==> config.mk <==
export PLATFORM = sky130hd
export DESIGN_NAME = hazard_ctrl
export DESIGN_NICKNAME = d
export VERILOG_FILES = /design/src/rtl/pipe_pkg.sv /design/src/rtl/sat_counter.sv /design/src/rtl/hazard_ctrl.sv
export SDC_FILE = /design/constraint.sdc
export NUM_CORES = 1
export LEC_CHECK = 0
export BUFFER_PORTS_ARGS = -buffer_cell sky130_fd_sc_hd__buf_4
export CORE_MARGIN = 2
export CORE_UTILIZATION = 55
export CTS_CLUSTER_DIAMETER = 200
export DETAILED_ROUTE_END_ITERATION = 7
export PLACE_DENSITY = 0.81
export SYNTH_ARGS = -nofsm -noshare
export SYNTH_HDL_FRONTEND = slang
export SYNTH_SLANG_ARGS = --single-unit
==> constraint.sdc <==
create_clock -name clk_i -period 8.2 [get_ports clk_i]
set_clock_uncertainty 0.15 [all_clocks]
set_input_delay 0.82 -clock clk_i [delete_from_list [all_inputs] [get_ports clk_i]]
set_output_delay 0.82 -clock clk_i [all_outputs]
set_load 0.05 [all_outputs]
==> src/rtl/pipe_pkg.sv <==
// Shared definitions for the RV64I pipeline control logic: controller state
// encoding, register-file index defaults and the zero-register constant.
package pipe_pkg;

    localparam int RF_SIZE_DEF = 5;
    localparam logic [RF_SIZE_DEF-1:0] REG_ZERO = '0;

    // Width of the data-memory wait counter; MEM_TIMEOUT must fit in it.
    localparam int WAIT_W = 16;

    typedef enum logic [1:0] {
        RUN     = 2'd0,
        MEMWAIT = 2'd1,
        DROP    = 2'd2
    } hz_state_e;

endpackage

==> src/rtl/sat_counter.sv <==
// Up-counter that sticks at MAX_VAL; synchronous clear wins over increment,
// asynchronous active-high reset.
module sat_counter #(
    parameter int               WIDTH   = 32,
    parameter logic [WIDTH-1:0] MAX_VAL = '1
) (
    input  logic             clk_i,
    input  logic             rst_i,
    input  logic             clr_i,
    input  logic             inc_i,
    output logic [WIDTH-1:0] cnt_o
);

    always_ff @(posedge clk_i or posedge rst_i) begin
        if (rst_i) begin
            cnt_o <= '0;
        end else if (clr_i) begin
            cnt_o <= '0;
        end else if (inc_i && (cnt_o != MAX_VAL)) begin
            cnt_o <= cnt_o + WIDTH'(1);
        end
    end

endmodule

==> src/rtl/hazard_ctrl.sv <==
// Pipeline hazard controller: load-use bubbles, data-memory freezes and EX
// redirects (with stale-fetch discard), plus stall/flush counters and timeout.
module hazard_ctrl
    import pipe_pkg::*;
#(
    parameter int RF_SIZE     = RF_SIZE_DEF,
    parameter int CNT_WIDTH   = 32,
    parameter int MEM_TIMEOUT = 255
) (
    input  logic                 clk_i,
    input  logic                 rst_i,
    input  logic [RF_SIZE-1:0]   id_rs1_i,
    input  logic [RF_SIZE-1:0]   id_rs2_i,
    input  logic                 id_ers1_i,
    input  logic                 id_ers2_i,
    input  logic [RF_SIZE-1:0]   ex_rd_i,
    input  logic                 ex_erd_i,
    input  logic                 ex_memread_i,
    input  logic                 redirect_i,
    input  logic                 imem_pending_i,
    input  logic                 imem_ack_i,
    input  logic                 dmem_req_i,
    input  logic                 dmem_ack_i,
    output logic                 stall_pc_o,
    output logic                 stall_ifid_o,
    output logic                 flush_ifid_o,
    output logic                 stall_idex_o,
    output logic                 flush_idex_o,
    output logic                 stall_exmem_o,
    output logic                 flush_memwb_o,
    output logic [CNT_WIDTH-1:0] stall_cnt_o,
    output logic [CNT_WIDTH-1:0] flush_cnt_o,
    output logic                 mem_timeout_o
);

    localparam logic [RF_SIZE-1:0] RD_ZERO  = RF_SIZE'(REG_ZERO);
    localparam logic [WAIT_W-1:0]  WAIT_MAX = WAIT_W'(MEM_TIMEOUT);

    hz_state_e         state_q;
    hz_state_e         state_d;
    logic              memwait;
    logic              loaduse;
    logic              redirect_take;
    logic              wait_inc;
    logic              wait_hit;
    logic [WAIT_W-1:0] wait_cnt;

    // Data-memory handshake: dmem_req_i stays high while MEM holds a request;
    // the request completes in the cycle dmem_ack_i is high (no separate ready).
    assign memwait = dmem_req_i & ~dmem_ack_i;

    assign loaduse = ex_memread_i & ex_erd_i & (ex_rd_i != RD_ZERO) &
                     ((id_ers1_i & (id_rs1_i == ex_rd_i)) |
                      (id_ers2_i & (id_rs2_i == ex_rd_i)));

    // A redirect is deferred while memory freezes EX; it re-presents later.
    assign redirect_take = redirect_i & ~memwait & ~rst_i;

    always_ff @(posedge clk_i or posedge rst_i) begin
        if (rst_i) begin
            state_q <= RUN;
        end else begin
            state_q <= state_d;
        end
    end

    always_comb begin
        state_d       = state_q;
        stall_pc_o    = 1'b0;
        stall_ifid_o  = 1'b0;
        flush_ifid_o  = 1'b0;
        stall_idex_o  = 1'b0;
        flush_idex_o  = 1'b0;
        stall_exmem_o = 1'b0;
        flush_memwb_o = 1'b0;

        // Strobes stay quiet while reset is asserted, whatever the inputs do.
        if (!rst_i) begin
            if (memwait) begin
                stall_pc_o    = 1'b1;
                stall_ifid_o  = 1'b1;
                stall_idex_o  = 1'b1;
                stall_exmem_o = 1'b1;
                flush_memwb_o = 1'b1;
            end else if (redirect_i) begin
                flush_ifid_o  = 1'b1;
                flush_idex_o  = 1'b1;
            end else if (loaduse) begin
                stall_pc_o    = 1'b1;
                stall_ifid_o  = 1'b1;
                flush_idex_o  = 1'b1;
            end
            if (state_q == DROP) begin
                flush_ifid_o  = 1'b1;
            end
        end

        case (state_q)
            RUN: begin
                if (memwait) begin
                    state_d = MEMWAIT;
                end else if (redirect_i && imem_pending_i && !imem_ack_i) begin
                    state_d = DROP;
                end
            end
            MEMWAIT: begin
                if (dmem_ack_i) begin
                    state_d = (redirect_i && imem_pending_i && !imem_ack_i) ? DROP : RUN;
                end
            end
            DROP: begin
                // The frozen front end keeps the stale fetch until memory is done.
                if (!memwait && imem_ack_i) begin
                    state_d = RUN;
                end
            end
            default: state_d = RUN;
        endcase
    end

    // Wait length counts consecutive unacknowledged data-memory cycles.
    assign wait_inc = (state_q == MEMWAIT) ? ~dmem_ack_i : memwait;
    assign wait_hit = wait_inc & (wait_cnt == (WAIT_MAX - WAIT_W'(1)));

    sat_counter #(
        .WIDTH   (WAIT_W),
        .MAX_VAL (WAIT_MAX)
    ) u_wait_cnt (
        .clk_i (clk_i),
        .rst_i (rst_i),
        .clr_i (~wait_inc),
        .inc_i (wait_inc),
        .cnt_o (wait_cnt)
    );

    always_ff @(posedge clk_i or posedge rst_i) begin
        if (rst_i) begin
            mem_timeout_o <= 1'b0;
        end else if (wait_hit) begin
            mem_timeout_o <= 1'b1;
        end
    end

    sat_counter #(
        .WIDTH (CNT_WIDTH)
    ) u_stall_cnt (
        .clk_i (clk_i),
        .rst_i (rst_i),
        .clr_i (1'b0),
        .inc_i (stall_pc_o),
        .cnt_o (stall_cnt_o)
    );

    sat_counter #(
        .WIDTH (CNT_WIDTH)
    ) u_flush_cnt (
        .clk_i (clk_i),
        .rst_i (rst_i),
        .clr_i (1'b0),
        .inc_i (redirect_take),
        .cnt_o (flush_cnt_o)
    );

endmodule

---- Yosys cells after proc, flatten, opt, wreduce, memory -nomap -nowiden ----
Index checks and enable logic that the tools add are counted.
storage, ports and cells
  register bits ........................... 83
  input bits .............................. 26
  output and inout port bits .............. 72
  word-level logic and storage cells ...... 66
cells by class
  $add $sub $neg .......................... 3
  eq/ne operators ......................... 12
  multiplexer cells ....................... 22
  bitwise logic cells ..................... 13
  reduce and logical (&&, ||, !) cells .... 11
operators with widths
  kind                                                   number
  adder 32 x 1 -> 32 bit (second input constant)         2
  != test 32 bit (second input constant)                 2
  two-way mux 16 bit                                     2
  adder 16 x 1 -> 16 bit (second input constant)         1
  equality test 16 x 8 -> 1 bit (second input constant)  1
  != test 16 x 8 -> 1 bit (second input constant)        1
  two-way mux 1 bit                                      14
  equality test 5 bit                                    2
  two-way mux 2 bit                                      5
  AND 1 bit                                              9
  logical AND 1 bit                                      6
  case mux 2 bit (3 select lines)                        1
  nonzero test 5 bit                                     1
  != test 2 bit (second input constant)                  2
  != test 3 bit (second input constant)                  1
  NOT 1 bit                                              3
  AND reduction 3 bit                                    1
  equality test 2 x 1 -> 1 bit (second input constant)   1
  equality test 2 bit (second input constant)            1
  zero test 1 bit                                        2
  zero test 2 bit                                        1
  != test 2 x 1 -> 1 bit (second input constant)         1
  OR 1 bit                                               1

---- Logic depth before layout (Yosys ltp) ----
Gate-level depths: netlist of the first run.
  word-level depth ........................ 9
  depth in mapped cells ................... 8
  depth with buffers taken out ............ 7

---- Cells and area by module ----
From an unflattened synthesis of the first run, not the netlist that was laid out.
second synthesis, totals
  cell total of the unflattened synthesis .. 532
  area, all modules ....................... 4848.4 um^2
by module, submodules not included
  module                          instances  cells an instance  area each (um^2)  sequential area each (um^2)
  sat_counter at u_flush_cnt ...  2          186                1740.4            800.8
  sat_counter at u_wait_cnt       1          106                970.9             400.4
  hazard_ctrl                     1          54                 396.6             75.1

---- Worst setup path before layout of the first run ----
OpenSTA, ideal clock, no wires.
  path kind ............................... input -> output
  start point ............................. input rst_i
  end point ............................... output flush_ifid_o
  arrival time ............................ 3.661 ns
  required time ........................... 7.230 ns
  setup slack ............................. 3.569 ns
  stages on the path ...................... 3
  buffers on the path ..................... 0
  cell sequence ........................... inv_1 nand3_1 o21ai_0
on the way
  word-level cells in the longest chain between the ends .. 1
ends and longest elaborated chain
  item               line               source
  from (decl)        hazard_ctrl.sv:11  input logic rst_i,
  two-way mux 1 bit  hazard_ctrl.sv:78  if (!rst_i) begin
  to (decl)          hazard_ctrl.sv:26  output logic flush_ifid_o,
No other way between the ends.

---- Final worst setup path of the first run ----
Ends and elaborated chain as after synthesis.

==> results of run 1 <==
## state kept, by name (all words and copies together), names as in the netlist
signal,count
mem_timeout_o,1
state_q,2
u_flush_cnt.cnt_o,32
u_stall_cnt.cnt_o,32
u_wait_cnt.cnt_o,16
## routing by layer
metal,track usage,vias to the layer above,wire length (µm)
met1,0.307,1650,4100
met4,0.0644,0,136
met3,0.0548,13,444
met5,0,-,0
met2,0.377,95,4630
li1,-,1626,-
## worst paths after layout
kind	start	end	slack (ns)	cells past startpoint
min	mem_timeout_o	mem_timeout_o	0.33	1
min reg2reg	mem_timeout_o	mem_timeout_o	0.33	1
min in group asynchronous	rst_i	u_stall_cnt.cnt_o[18]	0.40	2
max	rst_i	flush_ifid_o	4.53	6
max reg2reg	u_stall_cnt.cnt_o[0]	u_stall_cnt.cnt_o[1]	5.50	7
max in group asynchronous	rst_i	u_stall_cnt.cnt_o[30]	6.45	3
## area by class of cell
cell class / count / area, µm²
Fill cell: 553 / 2160
Sequential cell: 83 / 2080
Multi-Input combinational cell: 302 / 1980
Timing Repair Buffer: 99 / 743
Clock buffer: 10 / 138
Tap cell: 99 / 124
Inverter: 16 / 61.3
Clock inverter: 6 / 48.8
## stage by stage
step                       util  setup slack (ns)  total power, mW  hold WS, ns  instances
final                     0.705              4.53            0.925        0.328        615
after global routing      0.705              4.22            0.965        0.359        615
after CTS                 0.705              4.45            0.931        0.332        615
after detailed placement  0.680              4.46            0.660        0.314        599
after global placement    0.680              4.49            0.655        0.306        599
after floorplan               -              3.57            0.592        0.301        412
## placed cells by master, fill, tap and decap left out, drive strengths merged, types with 12 or more instances in the layout
master	n
nor2	38
nand2	34
xnor2	44
inv	17
buf	99
nand3	26
nor3	22
nand4	23
nor4	12
dfrtp	83
xor2	39
## worst max-delay path, delay by kind of cell
kind                   cells  cell delay (ns)
AO/OA/AOI/OAI              1             0.17
buffers and inverters      4             1.41
AND/OR/NAND/NOR            1             0.25
## cell families (layout without fill, tap and decap cells)
group           count (synthesis)  in the layout  synth area share
mux                             3              3           0.00776
buf+inv                        27            131            0.0328
compound gates                 23             23            0.0373
fa+ha+maj                       4              4            0.0119
flops                          83             83             0.496
xor+xnor                       83             83             0.173
simple gates                  189            189             0.241
## power by group through the flow
stage / Combinational, mW / Clock [mW] / Sequential [mW]
global placement: 0.184 / 0 / 0.470
global route: 0.198 / 0.300 / 0.467
detailed placement: 0.188 / 0 / 0.472
CTS: 0.188 / 0.279 / 0.464
finish: 0.186 / 0.274 / 0.464
floorplan: 0.0573 / 0 / 0.534
==> flow_metrics.env, run 1 <==
export IMPL_cts_tree="done"
export IMPL_avgSynthCellArea_um2=10.2
export IMPL_critPathRequiredTime_ns=7.23
export IMPL_fp_dieW_um=91.3
export IMPL_die_h_um=91.3
export IMPL_num_vias=3384
export IMPL_antenna_found_initial=0
export IMPL_async_flop_share=1.00
export IMPL_seq_area_frac_synth=0.496
export IMPL_synth_warnings=0
export IMPL_cp_slowest_cell="buf_4"
export IMPL_dp_hpwl_um=6910
export IMPL_core_um2=7330
export IMPL_cp_end_kind="output port"
export IMPL_detail_route_wl_per_cell_um=15.1
export IMPL_numClockSinks=83
export IMPL_grt_pass1_vias=3168
export IMPL_max_slew_margin_rel=0.208
export IMPL_postCtsSetupRepairBufs=0
export IMPL_postRouteAntennaNets=0
export IMPL_setup_violations=0
export IMPL_dieArea_um2=8340
export IMPL_hold_violations=0
export IMPL_gr_total_overflow=0
export IMPL_clock_fmax_ghz=0.273
export IMPL_combPwrFrac=0.201
export IMPL_numCtsBuffers=9
export IMPL_grt_pass1_wl_um=15300
export IMPL_final_area_um2=5170
export IMPL_power_density_nw_per_um2=179
export IMPL_netlist_area_leader_share=0.496
export IMPL_start_kind="primary input"
export IMPL_ys_flop_type="dfrtp_1"
export IMPL_swShare=0.335
export IMPL_hold_buffers=0
export IMPL_cts_root_buf="clkbuf_8"
export IMPL_yosysTopAreaCell="dfrtp_1"
export IMPL_netlist_instances=412
export IMPL_drive_gt1_frac=0.254
export IMPL_path_max_fanout=51
export IMPL_pwr_share_seq=0.502
export IMPL_initial_core_util=0.572
export IMPL_tightest_slew_ns=1.18
export IMPL_min_period_over_period=0.447
export IMPL_p_int_mw=0.615
export IMPL_drc_errors=0
export IMPL_drt_iter0_markers=172
export IMPL_cts_max_level=3
export IMPL_rows=31
export IMPL_drt_total_wl_um=9310
export IMPL_max_stage_delay_ns=0.61
export IMPL_worstSetupPathType="in -> out"
export IMPL_min_path_type="reg -> reg"
export IMPL_synth_distinct_cells=42
export IMPL_grt_usage=0.230
export IMPL_nets=541
export IMPL_ys_top_cells_by_count="dfrtp_1 (83), xnor2_1 (44), xor2_1 (39)"
export IMPL_ys_top_cells_by_area="dfrtp_1 (50%), xnor2_1 (9.2%), xor2_1 (8.1%)"
export IMPL_setup_tns_ns=0
export IMPL_synthesis_nets=442
export IMPL_switchingPower_mw=0.310
export IMPL_syn2layout_area_growth_pct=23.3
export IMPL_crit_top_cell="buf_4"
export IMPL_gp_congestion=0.892
export IMPL_power_clock_fraction=0.297
export IMPL_place_area_um2=4980
export IMPL_synth_edf_count=0
export IMPL_yosysMostFrequentCell="dfrtp_1"
export IMPL_port_buffers=97
export IMPL_grt_max_degree=52
export IMPL_path_clk_slew_ns=0.08
export IMPL_cts_max_path_buffers=2
export IMPL_synth_seq_cells=83
export IMPL_period_minus_slack_ns=3.67
export IMPL_diodes=0
export IMPL_outcome="completed"
export IMPL_rsz0062_at_grt="false"
export IMPL_insertion_delay_ns=0.35
export IMPL_routed_via_density=5.50
export IMPL_leakagePower_nw=2.53
export IMPL_dr_pass1_iters=4
export IMPL_drv_slew=0
export IMPL_netlist_area_um2=4190
export IMPL_io_pins=98
export IMPL_ctsResizeCount=0
export IMPL_vdd_drop_max_v=0.000158
export IMPL_cp_cell_sequence="buf_4 -> clkinv_2 -> buf_4 -> nand3_1 -> o21ai_0 -> buf_4"
export IMPL_arrival_ns=2.70
export IMPL_cap_violations=0
Power figures use the tool's default switching activity.
==> inputs of run 2 (changes only) <==
--- a/config.mk
+++ b/config.mk
@@ -7,10 +7,10 @@
 export LEC_CHECK = 0
 export BUFFER_PORTS_ARGS = -buffer_cell sky130_fd_sc_hd__buf_4
 export CORE_MARGIN = 2
-export CORE_UTILIZATION = 55
+export CORE_UTILIZATION = 49
 export CTS_CLUSTER_DIAMETER = 200
 export DETAILED_ROUTE_END_ITERATION = 7
-export PLACE_DENSITY = 0.81
+export PLACE_DENSITY = 0.77
 export SYNTH_ARGS = -nofsm -noshare
 export SYNTH_HDL_FRONTEND = slang
 export SYNTH_SLANG_ARGS = --single-unit
==> constraint.sdc (replaced) <==
create_clock -name clk_i -period 3.22 [get_ports clk_i]
set_clock_uncertainty 0.15 [all_clocks]
set_input_delay 0.322 -clock clk_i [delete_from_list [all_inputs] [get_ports clk_i]]
set_output_delay 0.322 -clock clk_i [all_outputs]
set_load 0.05 [all_outputs]
==> run 2 against run 1 <==
Total power rose to 2.9 times the previous value. Flip-flop and latch count did not move. Die area rose by 12%. Largest power group unchanged.
==> flow_metrics.env, run 2 (synthesis results as in run 1) <==
export IMPL_leakagePower_nw=2.59
export IMPL_min_path_type="in -> reg"
export IMPL_r2r_cells=7
export IMPL_numClockSinks=83
export IMPL_postRouteAntennaNets=0
export IMPL_multiInputGateArea_um2=1980
export IMPL_cts_tree="done"
export IMPL_layout_commonest_cell="buf_4"
export IMPL_rows=33
export IMPL_num_vias=3352
export IMPL_dr_pass1_iters=4
export IMPL_drv_slew=0
export IMPL_cp_end_kind="flip-flop"
export IMPL_initial_core_util=0.508
export IMPL_fp_dieW_um=96.5
export IMPL_postCtsSetupRepairBufs=0
export IMPL_rsz0062_at_grt="false"
export IMPL_hold_violations=0
export IMPL_outcome="completed"
export IMPL_min_to="state_q[0]"
export IMPL_tightest_slew_ns=0.664
export IMPL_dieArea_um2=9310
export IMPL_clock_fmax_ghz=0.358
export IMPL_ctsResizeCount=0
export IMPL_core_um2=8260
export IMPL_syn2layout_area_growth_pct=26.4
export IMPL_cts_max_level=3
export IMPL_drt_total_wl_um=9430
export IMPL_port_buffers=97
export IMPL_cts_max_path_buffers=2
export IMPL_nets=546
export IMPL_grt_usage=0.214
export IMPL_cts_root_buf="clkbuf_8"
export IMPL_r2r_end="u_stall_cnt.cnt_o[1]"
export IMPL_routed_via_density=5.35
export IMPL_start_kind="flip-flop"
export IMPL_holdCritStartpoint="dmem_req_i"
export IMPL_gp_congestion=0.863
export IMPL_dp_hpwl_um=6860
export IMPL_die_h_um=96.5
export IMPL_regToRegSetupSlack_ns=0.43
export IMPL_setup_violations=0
export IMPL_seqCellArea_um2=2080
export IMPL_hold_depth=3
export IMPL_antenna_found_initial=0
export IMPL_insertion_delay_ns=0.35
export IMPL_critPathRequiredTime_ns=3.32
export IMPL_place_area_um2=5010
export IMPL_final_area_um2=5300
export IMPL_diodes=0
export IMPL_grt_pass1_vias=3278
export IMPL_period_minus_slack_ns=2.79
export IMPL_setup_tns_ns=0
export IMPL_arrival_ns=2.89
export IMPL_numCtsBuffers=9
export IMPL_grt_max_degree=53
export IMPL_power_density_nw_per_um2=499
export IMPL_hold_ws_ns=0.113
export IMPL_detail_route_wl_per_cell_um=15.1
export IMPL_path_clk_slew_ns=0.09
export IMPL_drt_iter0_markers=125
export IMPL_drive_gt1_frac=0.255
export IMPL_fill_cells=673
export IMPL_largestRegisters="u_flush_cnt.cnt_o (32), u_stall_cnt.cnt_o (32), u_wait_cnt.cnt_o (16)"
export IMPL_drc_errors=0
export IMPL_layout_common_cells="buf_4 (102), dfrtp_1 (83), xnor2_1 (44)"
export IMPL_worstSetupPathType="reg -> reg"
export IMPL_cap_violations=0
export IMPL_power_total_mw=2.65
export IMPL_path_max_fanout=19
export IMPL_max_slew_margin_rel=0.555
export IMPL_vdd_drop_max_v=0.000318
export IMPL_min_period_over_period=0.868
export IMPL_r2r_start="u_stall_cnt.cnt_o[0]"
export IMPL_gr_total_overflow=0
export IMPL_grt_pass1_wl_um=15400
export IMPL_io_pins=98
[run 2: stage by stage]
stage / setup WS (ns) / util / std cells
2_1_floorplan: 0.165 / - / 412
3_3_place_gp: 0.620 / 0.607 / 608
3_5_place_dp: 0.514 / 0.607 / 608
4_1_cts: 0.477 / 0.642 / 626
5_1_grt: 0.233 / 0.642 / 626
6_report: 0.426 / 0.642 / 626
[run 2: worst max-delay path by stage]
stage                                    start                    to  slack, ns  depth (start not counted)
after floorplan                          rst_i          flush_ifid_o       0.17                          3
after global placement    u_stall_cnt.cnt_o[0]  u_stall_cnt.cnt_o[1]       0.62                          7
after detailed placement  u_stall_cnt.cnt_o[0]  u_stall_cnt.cnt_o[1]       0.51                          7
after CTS                 u_stall_cnt.cnt_o[0]  u_stall_cnt.cnt_o[1]       0.48                          7
after global routing      u_stall_cnt.cnt_o[0]  u_stall_cnt.cnt_o[1]       0.23                          7
final                     u_stall_cnt.cnt_o[0]  u_stall_cnt.cnt_o[1]       0.43                          7
[run 2: area by class of cell]
cell class / count / area share
Clock buffer: 10 / 0.0241
Clock inverter: 6 / 0.0257
Inverter: 16 / 0.0120
Multi-Input combinational cell: 302 / 0.373
Sequential cell: 83 / 0.392
Tap cell: 105 / 0.0248
Timing Repair Buffer: 104 / 0.148
[run 2: power by group]
part | switching [mW] | total [mW] | leakage [nW] | internal [mW]
sequential | 0.0782 | 1.18 | 1.10 | 1.10
clock | 0.383 | 0.981 | 0.132 | 0.598
combinational | 0.326 | 0.489 | 1.35 | 0.164
total | 0.787 | 2.65 | 2.59 | 1.86
[run 2: critical path: stages, from the launching register on]
cell and delay (ns):
dfrtp_1 0.43, ha_1 0.22, nand2_1 0.13, nor4_1 0.57, nand4_1 0.23, o211ai_2 0.27
buf_4 0.33, mux2_2 0.36
[run 2: metal layers]
metal / wire [µm] / vias to the layer above / GRT usage
met4: 132 / 0 / 0.0751
li1: - / 1637 / -
met2: 4480 / 76 / 0.352
met5: 0 / - / 0
met3: 496 / 14 / 0.0528
met1: 4330 / 1625 / 0.276
[run 2: timing repair]
action,CTS,global route
hold buffers,2,0
hold endpoints to repair,33,0
endpoints found under the setup margin,0,0
==> inputs of run 3 (changes only) <==
--- a/config.mk
+++ b/config.mk
@@ -7,10 +7,9 @@
 export LEC_CHECK = 0
 export BUFFER_PORTS_ARGS = -buffer_cell sky130_fd_sc_hd__buf_4
 export CORE_MARGIN = 2
-export CORE_UTILIZATION = 49
+export CORE_UTILIZATION = 35
 export CTS_CLUSTER_DIAMETER = 200
 export DETAILED_ROUTE_END_ITERATION = 7
-export PLACE_DENSITY = 0.77
 export SYNTH_ARGS = -nofsm -noshare
 export SYNTH_HDL_FRONTEND = slang
 export SYNTH_SLANG_ARGS = --single-unit
==> run 3 against run 2 <==
Utilization decreased by 17 points. Maximum frequency increased by 2.8%. Count of clock-buffer cells in the layout unchanged.
==> flow_metrics.env, run 3 (synthesis results as in run 1) <==
export IMPL_grt_pass1_wl_um=16300
export IMPL_cp_slowest_cell="dlygate4sd3_1"
export IMPL_setup_tns_ns=0
export IMPL_tightest_slew_ns=1.08
export IMPL_dp_cells=647
export IMPL_drc_errors=0
export IMPL_rsz0062_at_grt="false"
export IMPL_arrival_ns=2.25
export IMPL_dp_hpwl_um=6930
export IMPL_start_kind="primary input"
export IMPL_cts_root_buf="clkbuf_16"
export IMPL_layout_cells_non_filler=665
export IMPL_clock_fmax_ghz=0.368
export IMPL_layout_commonest_cell="buf_4"
export IMPL_vdd_drop_max_v=0.000332
export IMPL_wl_met3_um=620
export IMPL_drive_gt1_frac=0.259
export IMPL_die_h_um=113
export IMPL_numCtsBuffers=9
export IMPL_gp_congestion=0.752
export IMPL_fill_cells=1083
export IMPL_detail_route_wl_per_cell_um=14.5
export IMPL_power_density_nw_per_um2=508
export IMPL_period_minus_slack_ns=2.72
export IMPL_setup_violations=0
export IMPL_drt_total_wl_um=9670
export IMPL_drt_iter0_markers=122
export IMPL_critPathRequiredTime_ns=2.75
export IMPL_layout_common_cells="buf_4 (103), dfrtp_1 (83), xnor2_1 (44)"
export IMPL_path_max_fanout=26
export IMPL_leakagePower_nw=2.62
export IMPL_insertion_delay_ns=0.35
export IMPL_drv_slew=0
export IMPL_core_um2=11600
export IMPL_min_path_type="in -> reg"
export IMPL_num_vias=3329
export IMPL_min_period_over_period=0.844
export IMPL_cts_tree="done"
export IMPL_max_stage_delay_ns=0.52
export IMPL_top_layer="met4"
export IMPL_cap_violations=0
export IMPL_fp_dieW_um=113
export IMPL_grt_pass1_vias=3303
export IMPL_syn2layout_area_growth_pct=28.9
export IMPL_cp_cell_sequence="dlygate4sd3_1 -> buf_4 -> clkinvlp_4 -> nand3_1 -> o21ai_0 -> buf_4"
export IMPL_worstSetupPathType="in -> out"
export IMPL_initial_core_util=0.362
export IMPL_cts_max_level=3
export IMPL_crit_top_cell="buf_4"
export IMPL_routed_via_density=5.01
export IMPL_grt_usage=0.158
export IMPL_hold_violations=0
export IMPL_dr_pass1_iters=4
export IMPL_antenna_found_initial=0
export IMPL_outcome="completed"
export IMPL_diodes=0
export IMPL_grt_max_degree=43
export IMPL_rows=39
export IMPL_numClockSinks=83
export IMPL_cp_top_family="buffers and inverters"
export IMPL_wl_met2_um=4320
export IMPL_gr_total_overflow=0
export IMPL_cp_end_kind="output port"
export IMPL_postRouteAntennaNets=0
export IMPL_worst_path_buf_inv=4
export IMPL_largestRegisters="u_flush_cnt.cnt_o (32), u_stall_cnt.cnt_o (32), u_wait_cnt.cnt_o (16)"
export IMPL_nets=547
export IMPL_max_slew_margin_rel=0.281
export IMPL_path_clk_slew_ns=0.07
export IMPL_postCtsSetupRepairBufs=0
export IMPL_io_pins=98
export IMPL_met1_length_um=4570
export IMPL_cts_max_path_buffers=2
export IMPL_port_buffers=97
export IMPL_dieArea_um2=12900
[run 3: worst paths after layout]
| path | start | cells past startpoint | end | slack [ns] |
|---|---|---|---|---|
| min reg2reg | mem_timeout_o | 1 | mem_timeout_o | 0.33 |
| min | dmem_req_i | 3 | state_q[0] | 0.12 |
| max | rst_i | 6 | flush_ifid_o | 0.50 |
| min in group asynchronous | rst_i | 3 | u_flush_cnt.cnt_o[17] | 0.45 |
| max reg2reg | u_stall_cnt.cnt_o[0] | 8 | u_stall_cnt.cnt_o[27] | 0.53 |
| max in group asynchronous | rst_i | 4 | u_stall_cnt.cnt_o[19] | 1.55 |
[run 3: final cells by class]
cell class                 count  area [µm²]  area share
clock buffer                  10         239      0.0442
tap                          143         179      0.0331
timing repair buffer         105         793       0.147
clock inverter                 6        72.6      0.0134
sequential                    83        2080       0.385
inverter                      16        63.8      0.0118
multi-input combinational    302        1980       0.366
[run 3: through the flow]
step,hold slack [ns],setup WS (ns),util,power (mW),instance area [µm²]
floorplan,0.243,0.165,-,1.51,4200
global placement,0.279,0.575,0.438,1.68,5070
detailed placement,0.287,0.493,0.438,1.69,5070
CTS,0.115,0.440,0.467,2.78,5400
global route,0.130,0.297,0.467,2.87,5400
finish,0.120,0.502,0.467,2.74,5400
[run 3: what timing repair did]
action / CTS / global route
endpoints found under the setup margin: 0 / 0
hold endpoints to repair: 23 / 0
hold buffers: 2 / 0
resized for setup: 0 / 0
[run 3: worst reg2reg max path: stages (launching register included)]
cell and delay, ns:
dfrtp_1 0.41, ha_1 0.21, nand2_1 0.13, nor4_1 0.49, nand4_1 0.21, o211ai_2 0.44, buf_4 0.31, nor3_2 0.06
xor2_1 0.15
[run 3: where the power goes]
part	switching (mW)	total (mW)	internal [mW]	leakage, nW
clock network	0.443	1.07	0.631	0.155
registers	0.0807	1.18	1.10	1.10
logic	0.328	0.492	0.164	1.36
total	0.851	2.74	1.89	2.62
[run 3: metal layers]
metal | up-vias | global-route usage
li1 | 1633 | -
met1 | 1608 | 0.209
met2 | 76 | 0.234
met3 | 12 | 0.0643
met4 | 0 | 0.0602
met5 | - | 0
